### src/rtl/ppg_pkg.sv
// Shared definitions for the PPG peak detector: FSM state encoding and the
// default values of the detector parameters.
package ppg_pkg;

  localparam int          WIDTH_DEF   = 10;
  localparam int          THRESH_DEF  = 0;
  localparam int unsigned HYST_DEF    = 8;
  localparam int          CNT_W_DEF   = 12;
  localparam int          REFRACT_DEF = 20;

  // Peak search FSM: wait for arming, track the rising edge, then rest
  typedef enum logic [1:0] {
    ST_IDLE    = 2'd0,
    ST_RISE    = 2'd1,
    ST_REFRACT = 2'd2
  } ppg_state_e;

endpackage

### src/rtl/ppg_sat_counter.sv
// Saturating up-counter used to measure the inter-beat interval in accepted
// samples. Clear takes priority over increment; the count sticks at all-ones.
module ppg_sat_counter #(
  parameter int W = 12
) (
  input  logic         clk,
  input  logic         rst,
  input  logic         inc,
  input  logic         clr,
  output logic [W-1:0] cnt,
  output logic         saturate
);

  localparam logic [W-1:0] CNT_MAX = {W{1'b1}};

  // Count register: clear on confirm, otherwise bump on each accepted sample
  always_ff @(posedge clk) begin
    if (rst) begin
      cnt <= {W{1'b0}};
    end else if (clr) begin
      cnt <= {W{1'b0}};
    end else if (inc && !saturate) begin
      cnt <= cnt + W'(1'b1);
    end else begin
      cnt <= cnt;
    end
  end

  assign saturate = (cnt == CNT_MAX);

endmodule

### src/rtl/ppg_peak_detector.sv
// PPG peak detector: arms when the decimated sample stream crosses THRESH,
// tracks the running maximum and confirms a beat once the signal has fallen
// HYST below it. Reports the peak amplitude and the inter-beat interval in
// accepted samples.
// Optional feature: define PPG_REFRACTORY_EN to add a refractory period of
// REFRACT accepted samples after each confirmed peak.
module ppg_peak_detector
  import ppg_pkg::*;
#(
  parameter int          Width   = WIDTH_DEF,
  parameter int          THRESH  = THRESH_DEF,
  parameter int unsigned HYST    = HYST_DEF,
  parameter int          CNT_W   = CNT_W_DEF,
  parameter int          REFRACT = REFRACT_DEF
) (
  input  logic                    clk,
  input  logic                    rst,
  input  logic                    en,
  input  logic                    valid_in,
  input  logic signed [Width-1:0] ppg_in,
  output logic                    beat_out,
  output logic signed [Width-1:0] peak_val,
  output logic [CNT_W-1:0]        ibi_out,
  output logic                    ibi_valid
);

  localparam logic signed [Width-1:0] THRESH_V = Width'(THRESH);
  localparam logic signed [Width:0]   HYST_V   = (Width+1)'(HYST);

  ppg_state_e              state_r;
  ppg_state_e              state_nxt_s;
  logic signed [Width-1:0] pk_r;
  logic signed [Width-1:0] pk_nxt_s;
  logic                    first_beat_r;
  logic                    accept_s;
  logic                    confirm_s;
  logic [CNT_W-1:0]        cnt_s;
  logic                    cnt_sat_s;
  // One extra bit so pk_r - HYST can never wrap around
  logic signed [Width:0]   in_ext_s;
  logic signed [Width:0]   drop_lvl_s;

`ifdef PPG_REFRACTORY_EN
  localparam int RF_W = (REFRACT > 1) ? $clog2(REFRACT) : 1;
  localparam logic [RF_W-1:0] REFR_LOAD = RF_W'(REFRACT - 1);

  logic [RF_W-1:0] refr_r;
  logic [RF_W-1:0] refr_nxt_s;
`else
  // Without the refractory state REFRACT has no effect; only its range is looked at
  if (REFRACT < 1) begin : g_refract_out_of_range
  end
`endif

  assign accept_s   = en & valid_in;
  assign in_ext_s   = {ppg_in[Width-1], ppg_in};
  assign drop_lvl_s = {pk_r[Width-1], pk_r} - HYST_V;

  // Next-state and peak tracking; everything moves only on accepted samples
  always_comb begin
    state_nxt_s = state_r;
    pk_nxt_s    = pk_r;
    confirm_s   = 1'b0;
`ifdef PPG_REFRACTORY_EN
    refr_nxt_s  = refr_r;
`endif
    if (accept_s) begin
      case (state_r)
        ST_IDLE: begin
          if (ppg_in > THRESH_V) begin
            state_nxt_s = ST_RISE;
            pk_nxt_s    = ppg_in;
          end else begin
            state_nxt_s = ST_IDLE;
          end
        end
        ST_RISE: begin
          if (ppg_in >= pk_r) begin
            pk_nxt_s = ppg_in;
          end else if (in_ext_s <= drop_lvl_s) begin
            confirm_s = 1'b1;
`ifdef PPG_REFRACTORY_EN
            state_nxt_s = ST_REFRACT;
            refr_nxt_s  = REFR_LOAD;
`else
            state_nxt_s = ST_IDLE;
`endif
          end else begin
            state_nxt_s = ST_RISE;
          end
        end
        ST_REFRACT: begin
`ifdef PPG_REFRACTORY_EN
          if (refr_r == {RF_W{1'b0}}) begin
            state_nxt_s = ST_IDLE;
          end else begin
            refr_nxt_s = refr_r - RF_W'(1'b1);
          end
`else
          state_nxt_s = ST_IDLE;
`endif
        end
        default: begin
          state_nxt_s = ST_IDLE;
        end
      endcase
    end else begin
      state_nxt_s = state_r;
    end
  end

  // State, running maximum and registered beat/IBI outputs
  always_ff @(posedge clk) begin
    if (rst) begin
      state_r      <= ST_IDLE;
      pk_r         <= {Width{1'b0}};
      first_beat_r <= 1'b1;
      beat_out     <= 1'b0;
      peak_val     <= {Width{1'b0}};
      ibi_out      <= {CNT_W{1'b0}};
      ibi_valid    <= 1'b0;
    end else begin
      state_r  <= state_nxt_s;
      pk_r     <= pk_nxt_s;
      beat_out <= confirm_s;
      if (confirm_s) begin
        peak_val <= pk_r;
        if (first_beat_r) begin
          // The first beat has no predecessor, so no interval to report
          first_beat_r <= 1'b0;
          ibi_valid    <= 1'b0;
        end else begin
          ibi_out   <= cnt_sat_s ? cnt_s : (cnt_s + CNT_W'(1'b1));
          ibi_valid <= 1'b1;
        end
      end else begin
        ibi_valid <= 1'b0;
      end
    end
  end

`ifdef PPG_REFRACTORY_EN
  // Refractory down-counter, loaded on confirm and stepped per accepted sample
  always_ff @(posedge clk) begin
    if (rst) begin
      refr_r <= {RF_W{1'b0}};
    end else begin
      refr_r <= refr_nxt_s;
    end
  end
`endif

  ppg_sat_counter #(
    .W(CNT_W)
  ) u_ibi_cnt (
    .clk      (clk),
    .rst      (rst),
    .inc      (accept_s),
    .clr      (confirm_s),
    .cnt      (cnt_s),
    .saturate (cnt_sat_s)
  );

endmodule

### config.mk
export PLATFORM = sky130hd
export DESIGN_NAME = ppg_peak_detector
export DESIGN_NICKNAME = d
export VERILOG_FILES = /design/src/rtl/ppg_pkg.sv /design/src/rtl/ppg_sat_counter.sv /design/src/rtl/ppg_peak_detector.sv
export SDC_FILE = /design/constraint.sdc
export NUM_CORES = 1
export LEC_CHECK = 0
export ABC_AREA = 1
export CORE_ASPECT_RATIO = 1.25
export CORE_MARGIN = 1
export CORE_UTILIZATION = 35
export CTS_CLUSTER_SIZE = 30
export DETAILED_ROUTE_END_ITERATION = 8
export HOLD_SLACK_MARGIN = 0.08
export PLACE_DENSITY = 0.52
export SLEW_MARGIN = 15
export SYNTH_ARGS = -nofsm -noshare
export SYNTH_HDL_FRONTEND = slang
export SYNTH_SLANG_ARGS = --single-unit
export TNS_END_PERCENT = 5
### constraint.sdc
create_clock -name clk -period 3 [get_ports clk]
set_input_delay 0.9 -clock clk [delete_from_list [all_inputs] [get_ports clk]]
set_output_delay 0.9 -clock clk [all_outputs]
set_load 0.02 [all_outputs]
Yosys cells after proc, flatten, opt, wreduce, memory -nomap -nowiden

Index checks and enable logic that the tools add are counted.

Output and inout bits: 24
Bits of input ports: 14
RAM bits: 0
Latch bits: 0
Logic and storage cells: 43
Bits in read-only memories: 0
Bits in registers: 49
Memories: 0

$lt $le $gt $ge: 3
Add/sub/neg operators: 2
Mux-type cells: 13
Shift-type cells: 0
Reduce and logical (&&, ||, !) cells: 9
Divide/modulo/power cells: 0
Bitwise logic cells: 3
Eq/ne operators: 5
$mul: 0

Operator list:

| kind                    | number |
|---|---|
| $mux W10                | 2 |
| $pmux W10 S2            | 1 |
| $add A12 B1 Y12 const B | 1 |
| $eq A12 B12 Y1 const B  | 1 |
| $mux W12                | 1 |
| $le A10 B11 Y1          | 1 |
| $sub A10 B5 Y11 const B | 1 |
| $ge A10 B10 Y1          | 1 |
| $gt A10 B1 Y1 const B   | 1 |
| $mux W1                 | 7 |
| $ne A2 B2 Y1 const B    | 3 |
| $pmux W2 S2             | 1 |
| $reduce_and A2 Y1       | 2 |
| $reduce_and A4 Y1       | 1 |
| $reduce_or A2 Y1        | 2 |
| $eq A2 B1 Y1 const B    | 1 |
| $logic_not A2 Y1        | 1 |
| $mux W2                 | 1 |
| $not A1 Y1              | 2 |
| $reduce_bool A2 Y1      | 1 |
| $and A1 B1 Y1           | 1 |
| $logic_and A1 B1 Y1     | 1 |
| $logic_not A1 Y1        | 1 |

Longest topological paths before layout

Gate-level depths: netlist (run 1).

Word-level depth: 8
Depth in mapped cells: 17
Depth with buffers taken out: 16

By module

Synthesis (run 1) repeated with hierarchy kept, for this count alone.

Cell total of the unflattened synthesis: 458
Area total of the unflattened synthesis: 3065.4 um^2

Modules (own cells, without submodules):

| module            | sequential area each (um^2) | instances | cells an instance | area each (um^2) |
|---|---|---|---|---|
| ppg_peak_detector | 720.7                       | 1         | 353               | 2357.3 |
| ppg_sat_counter   | 240.2                       | 1         | 105               | 708.2 |

Least setup slack after synthesis (run 1)

Ideal clock, no wire load.

Path kind: in2reg
Start: input ppg_in[9]
End: register u_ibi_cnt.cnt[3]
Setup time: 0.117 ns
Path buffers: 1
Slack: 0.599 ns
Required time: 2.883 ns
Data arrival time: 2.284 ns
Stages: 12
Cells stage by stage: ha_1 > nand2_2 > inv_1 > a21oi_2 > nand3_1 > nand2_1 > nand3_4 > nor2_8 > nand2_2 > nand2_1 > buf_4 > nor2_1

Word-level cells in the longest chain between the ends: 6
Elaborated cells on any way between the ends: 7
Those cells by class: 2 x order compare; 4 x mux; 1 x reduce/logical

RTL lines:

| element                               | line                    | source |
|---|---|---|
| from (decl)                           | ppg_peak_detector.sv:20 | `input logic signed [Width-1:0] ppg_in,` |
| $le A10 B11 Y1                        | ppg_peak_detector.sv:80 | `end else if (in_ext_s <= drop_lvl_s) begin` |
| $mux W1                               | ppg_peak_detector.sv:80 |  |
| $mux W1 (*)                           | ppg_peak_detector.sv:78 | `if (ppg_in >= pk_r) begin` |
| $mux W1 (*)                           | ppg_peak_detector.sv:68 | `case (state_r)` |
| $mux W1 (*)                           | ppg_peak_detector.sv:67 | `if (accept_s) begin` |
| $reduce_or A2 Y1 (no source line) (*) | -                       |  |
| to (signal assigned)                  | ppg_sat_counter.sv:21   | `cnt <= {W{1'b0}};` |
| to (signal assigned)                  | ppg_sat_counter.sv:23   | `cnt <= cnt + W'(1'b1);` |
| to (signal assigned)                  | ppg_sat_counter.sv:25   | `cnt <= cnt;` |
| to (decl)                             | ppg_sat_counter.sv:10   | `output logic [W-1:0] cnt,` |

Mark *: on every way between the ends. The rest lies on a longest branch, timed or not.
A chain may end at the register's enable or synchronous reset.

Worst setup path after layout (run 1)

Start: input ppg_in[9]
End: register peak_val[5]

Word-level cells in the longest chain between the ends: 5
Elaborated cells on any way between the ends: 6
Those cells by class: 2 x order compare; 4 x mux

RTL lines:

| element              | line                     | source |
|---|---|---|
| $le A10 B11 Y1       | ppg_peak_detector.sv:80  |  |
| $mux W1              | ppg_peak_detector.sv:80  |  |
| $mux W1 (*)          | ppg_peak_detector.sv:78  |  |
| $mux W1 (*)          | ppg_peak_detector.sv:68  |  |
| $mux W1 (*)          | ppg_peak_detector.sv:67  |  |
| to (signal assigned) | ppg_peak_detector.sv:119 | `peak_val <= {Width{1'b0}};` |
| to (signal assigned) | ppg_peak_detector.sv:127 | `peak_val <= pk_r;` |
| to (decl)            | ppg_peak_detector.sv:22  | `output logic signed [Width-1:0] peak_val,` |

Marked as above.

==> results of run 1 <==
-- cells in the final DEF (no fill, tap or decap) --
cell / count
nor2_4: 2
nand3_1: 21
inv_2: 1
nand2_1: 132
a21oi_1: 16
buf_12: 2
clkdlybuf4s50_1: 37
nor3_1: 4
clkbuf_8: 7
nand3_2: 2
nor2_2: 1
nand4_1: 17
or2_2: 1
xor2_1: 12
bufinv_16: 1
xnor2_1: 3
a21o_1: 1
ha_1: 20
clkinv_1: 1
nand2_2: 4
inv_1: 71
nor3_2: 1
nor2_1: 59
buf_4: 19
o31ai_1: 1
nor2_8: 1
dfxtp_1: 48
nand3_4: 2
o21ai_0: 5
a21oi_2: 1
-- Yosys cell counts --
library cell / n / share of area (%)
nor2_4: 2 / 0.77
clkbuf_1: 4 / 0.51
a21oi_2: 1 / 0.30
inv_1: 71 / 9.1
nand2_1: 132 / 17
ha_1: 20 / 8.6
a21o_1: 1 / 0.26
o31ai_1: 1 / 0.26
xor2_1: 12 / 3.6
nor2_1: 59 / 7.6
or2_2: 1 / 0.21
a21oi_1: 16 / 2.7
o21ai_0: 5 / 0.86
dfxtp_1: 48 / 33
nand4_1: 17 / 3.6
nand3_1: 21 / 3.6
buf_6: 3 / 1.2
nand3_2: 2 / 0.69
nand3_4: 2 / 1.2
xnor2_1: 3 / 0.90
nor3_1: 5 / 0.86
clkinv_1: 1 / 0.13
buf_4: 1 / 0.26
nor2_2: 1 / 0.21
nand2_2: 4 / 0.86
buf_2: 5 / 0.86
nor2_8: 1 / 0.69
inv_2: 1 / 0.13
-- tightest hold or removal path: stages, from the launching register on --
cell     delay (ns)
dfxtp_1        0.32
nand2_1        0.06
nand2_1        0.04
-- sequential cells by signal (all words and copies together) (netlist names) --
signal / cells
first_beat_r: 1
ibi_out: 12
state_r: 1
ibi_valid: 1
u_ibi_cnt.cnt: 12
pk_r: 10
beat_out: 1
peak_val: 10
-- path summary, 6_finish.rpt --
path,startpoint,to,depth (start not counted)
max,ppg_in[9],peak_val[5]$_SDFFE_PP0P_,12
min,pk_r[4]$_SDFFE_PP0P_,peak_val[4]$_SDFFE_PP0P_,2
max reg2reg,pk_r[3]$_SDFFE_PP0P_,peak_val[5]$_SDFFE_PP0P_,16
min reg2reg,pk_r[4]$_SDFFE_PP0P_,peak_val[4]$_SDFFE_PP0P_,2
-- through the flow --
stage	power, mW	util (%)
6_report	1.52	45.9
5_1_grt	1.61	45.9
4_1_cts	1.54	45.8
3_5_place_dp	1.02	44.2
3_3_place_gp	1.02	44.2
2_1_floorplan	0.900	-
-- cells by family (layout without fill, tap and decap cells) --
| logic type | Yosys count | count (layout) | synth area share (%) |
|---|---|---|---|
| AO/OA/AOI/OAI | 24 | 24 | 4.42 |
| buffers and inverters | 86 | 139 | 12.2 |
| AND/OR/NAND/NOR | 247 | 247 | 37.3 |
| adder cells (fa/ha/maj) | 20 | 20 | 8.58 |
| flip-flops | 48 | 48 | 33.0 |
| XOR/XNOR | 15 | 15 | 4.51 |
-- per-layer routing --
layer,wire (um),part of all wire (%),vias to the layer above
li1,-,-,1453
met1,2980,44,1219
met2,3650,54,28
met3,90,1.3,7
met4,83,1.2,0
met5,0,0,-
-- report_power, final --
group / switching [mW] / internal [mW]
clock: 0.220 / 0.294
sequential: 0.0144 / 0.651
combinational: 0.195 / 0.144
-- layout make-up --
cell class / count / area [sq um]
clock buffer: 7 / 96.3
sequential: 48 / 961
clock inverter: 1 / 30.0
inverter: 73 / 274
fill: 854 / 4290
timing repair buffer: 58 / 553
tap: 95 / 119
multi-input combinational: 306 / 1600
==> impl_metrics.csv, run 1 <==
group,metric,value,unit
finish,fin_area,3640,sq um
route,drtIter0Drc,52,
sta,finalSetupViolCount,0,
cts,hold_buffers,0,
sta,worstMarginPinSlew,0.435,ns
pwr,pwr_density_cell,417,nW/um^2
sta,fin_worst_hold_slack,0.450,ns
setup_path,crit_path_frequent_cell,"nand2_1",
sta,period_share,93.4,%
flow_run,cap_violations,0,
sta,relSlewSlack,70.9,%
route,wl_per_cell,11.6,um
floorplanning,die_h,104,um
floorplanning,initial_utilization,36.8,%
setup_path,setup.worst_path.end_class,"flop",
grt,first_global_vias,2621,
placement,port_buffers,37,
min_path,min_path_type,"flop to flop",
route,drc,0,
setup_path,crit_required,3.25,ns
setup_path,worstSetupPathType,"input port to flop",
setup_path,crit_buf_inv,1,
grt,track_usage,16.5,%
outcome,status,"completed",
setup_path,arrival,3.05,ns
setup_path,cp_max_fo,12,
grt,antenna_found_initial,0,
grt,grt_first_pass_wirelength,11.8,mm
yosys,synth_area,2920,sq um
yosys,ys_ff_latch,48,
cts,cts_inserted_buffers,5,
cts,clock_latency,0.30,ns
setup_path,cpPeakStageDelay,0.47,ns
yosys,synth_cell_type_count,28,
finish,final_nets,526,
floorplanning,die_w,83.6,um
floorplanning,die_area,8700,sq um
sta,slew_violations,0,
setup_path,path_cells,"clkdlybuf4s50_1 > ha_1 > nand4_1 > nor2_1 > nand2_1 > nand3_1 > nand2_1 > nand3_4 > nand2_2 > nor2_4 > nand2_1 > nand2_1",
sta,max_freq,0.357,GHz
grt,grt_max_degree,26,
setup_path,startpoint_type,"input port",
route,wl,6.81,mm
route,dr_total_vias,2707,
sta,period_needed,2.80,ns
finish,drive_gt1_share,9.13,%
placement,preCtsSetupSlack,-0.100,ns
pwr,peakVddDrop,0.000202,V
grt,use_met3,1.27,%
cts,cts_setup_buffers,0,
cts,cts_max_level,2,
finish,antenna_cells,0,
sta,rsz0062_at_grt,"no",
cts,clock_path_buffers,2,
grt,gr-total-overflow,0,
pwr,p_leak,1.76,nW
setup_path,rrSetupSlack,0.23,ns
route,dr.pass1.iters,4,
cts,cts_sinks,48,
cts,post_cts_resized,0,
grt,gr-usage-met2,32.1,%
floorplanning,num_io_pins,38,
placement,hpwl,5.37,mm
setup_path,critPathSlowestCell,"clkdlybuf4s50_1",
floorplanning,fp-row-count,36,
floorplanning,coreArea,7930,sq um
yosys,yosys_warnings,0,
setup_path,path_delay_family,"simple AND/OR/NAND/NOR gates",
yosys,syn-num-nets,474,
sta,hold_violations,0,
placement,placed_cells,580,
route,via_per_inst,4.60,
yosys,synthCells,440,
finish,stdcell_count,588,
finish,area_growth_syn_to_layout,24.8,%
grt,gr-usage-met1,18.8,%
sta,finClkSkew,0.00781,ns
yosys,ys_seq_area_share,33.0,%
route,ant_nets,0,
cts,clk_pin_slew_worst_paths,0.09,ns
sta,layout_setup_ws,0.199,ns
placement,placed_area,3510,sq um
sta,setup_tns,0,ns
cts,cts_tree,"yes",
cts,cts_root_buffer,"clkbuf_8",
yosys,syn_area_per_cell,6.63,sq um
placement,place_congestion,0.844,
grt,top_usage_layer,"met2",
(Power assumes the default switching activity.)
==> run 2, diff against run 1 <==
CORE_MARGIN = 2   (was 1)
CTS_CLUSTER_DIAMETER = 150   (was not set)
==> run 2 against run 1 <==
Combinational power is 3% higher. Utilization is 0.40 points lower. Non-clock buffer count is 2 higher.
==> impl_metrics.csv, run 2 (synthesis results as in run 1) <==
group,metric,value,unit
outcome,status,"completed",
grt,grt_max_degree,26,
sta,relSlewSlack,69.4,%
sta,max_freq,0.356,GHz
floorplanning,coreArea,8150,sq um
grt,antenna_found_initial,0,
finish,stdcell_count,592,
grt,gr-total-overflow,0,
pwr,peakVddDrop,0.000224,V
floorplanning,fp-row-count,37,
finish,fin_area,3710,sq um
sta,finClkSkew,0.0156,ns
sta,slew_violations,0,
setup_path,path_cells,"clkdlybuf4s50_1 > ha_1 > nand2_2 > inv_1 > a21oi_2 > nand3_1 > nand2_1 > nand3_4 > nor2_8 > nand2_2 > nor2_4 > buf_4 > a21oi_1",
grt,track_usage,15.9,%
setup_path,r2r_end,"u_ibi_cnt.cnt[8]$_SDFFE_PP0P_",
cts,clk_pin_slew_worst_paths,0.10,ns
route,wl_per_cell,11.5,um
placement,placed_cells,582,
setup_path,critPathSlowestCell,"clkdlybuf4s50_1",
cts,cts_max_level,2,
cts,cts_sinks,48,
setup_path,setup.worst_path.end_class,"flop",
cts,cts_tree,"yes",
route,ant_nets,0,
setup_path,ff2ff_path_depth,15,
finish,final_cell_mix,"nand2_1 (132), inv_1 (71), nor2_1 (58), dfxtp_1 (48), clkdlybuf4s50_1 (37)",
floorplanning,num_io_pins,38,
setup_path,crit_buf_inv,3,
setup_path,r2r-start,"pk_r[3]$_SDFFE_PP0P_",
setup_path,cpPeakStageDelay,0.53,ns
min_path,min_path_type,"flop to flop",
placement,place_congestion,0.822,
placement,port_buffers,37,
setup_path,startpoint_type,"input port",
sta,rsz0062_at_grt,"no",
placement,placed_area,3520,sq um
sta,fin_worst_hold_slack,0.449,ns
placement,hpwl,5.36,mm
setup_path,worstSetupPathType,"input port to flop",
finish,final_common_cell,"nand2_1",
setup_path,path_delay_family,"simple AND/OR/NAND/NOR gates",
cts,cts_root_buffer,"clkbuf_8",
cts,hold_buffers,0,
sta,layout_setup_ws,0.189,ns
finish,drive_gt1_share,10.1,%
finish,area_growth_syn_to_layout,27.1,%
route,dr.pass1.iters,4,
route,wl,6.82,mm
finish,final_util,45.5,%
floorplanning,initial_utilization,35.8,%
setup_path,startpoint,"ppg_in[9]",
pwr,pwr_density_cell,427,nW/um^2
setup_path,rrSetupSlack,0.32,ns
setup_path,arrival,2.99,ns
min_path,worstHoldPathCells,2,
floorplanning,die_area,9080,sq um
finish,final_nets,528,
min_path,min_to,"peak_val[2]$_SDFFE_PP0P_",
route,via_per_inst,4.59,
route,drc,0,
route,drtIter0Drc,119,
cts,clock_latency,0.30,ns
cts,cts_inserted_buffers,5,
floorplanning,die_h,106,um
sta,finalSetupViolCount,0,
sta,period_share,93.7,%
route,dr_total_vias,2716,
finish,reg_top3,"ibi_out (12), u_ibi_cnt.cnt (12)",
cts,clock_path_buffers,2,
setup_path,crit_path_frequent_cell,"nand2_2",
grt,grt_first_pass_wirelength,11.8,mm
setup_path,crit_required,3.18,ns
sta,worstMarginPinSlew,0.459,ns
placement,preCtsSetupSlack,-0.142,ns
finish,antenna_cells,0,
grt,first_global_vias,2659,
flow_run,cap_violations,0,
pwr,p_leak,1.78,nW
setup_path,cp_max_fo,8,
sta,hold_violations,0,
floorplanning,die_w,85.6,um
sta,period_needed,2.81,ns
min_path,min-delay-start,"pk_r[2]$_SDFFE_PP0P_",
[run 2: worst max path at each step]
stage          depth (start not counted)                            end
2_1_floorplan                         12  u_ibi_cnt.cnt[3]$_SDFFE_PP0P_
3_3_place_gp                          12       peak_val[9]$_SDFFE_PP0P_
3_5_place_dp                          10        ibi_out[3]$_SDFFE_PP0P_
4_1_cts                               10       peak_val[9]$_SDFFE_PP0P_
5_1_grt                               14       peak_val[4]$_SDFFE_PP0P_
6_report                              13      first_beat_r$_SDFFE_PP1P_
[run 2: cell type report]
type | instances | area, sq um
flip-flops and latches | 48 | 961
fillers | 869 | 4440
clock buffers | 5 | 68.8
clock inverters | 3 | 68.8
repair buffers | 60 | 581
multi-input cells | 306 | 1630
well taps | 97 | 121
inverters | 73 | 274
[run 2: what timing repair did]
action | 4_1_cts | 5_1_grt
endpoints found under the hold margin | 0 | 0
endpoints found under the setup margin | 0 | 33
setup buffers | 0 | 2
gates resized for setup | 0 | 5
[run 2: tightest hold or removal path, stage by stage (launching register included)]
cell	delay, ns
dfxtp_1	0.32
nand2_1	0.06
nand2_1	0.04
[run 2: metrics by stage]
step	setup TNS, ns	power, mW
after detailed placement	-4.08	1.02
after global routing	0	1.68
final	0	1.58
after global placement	-2.46	1.01
after CTS	0	1.59
after floorplan	0	0.900
[run 2: routing by layer]
layer	up-vias	share of wire (%)	global-route usage [%]
met5	-	0	0
met4	0	2.1	5.67
met3	14	2.4	2.25
met2	47	53	30.0
met1	1195	42	17.8
li1	1460	-	-
[run 2: power by group]
| group | internal (mW) | switching (mW) |
|---|---|---|
| clock network | 0.336 | 0.231 |
| logic | 0.149 | 0.201 |
| registers | 0.651 | 0.0139 |
| total | 1.14 | 0.445 |
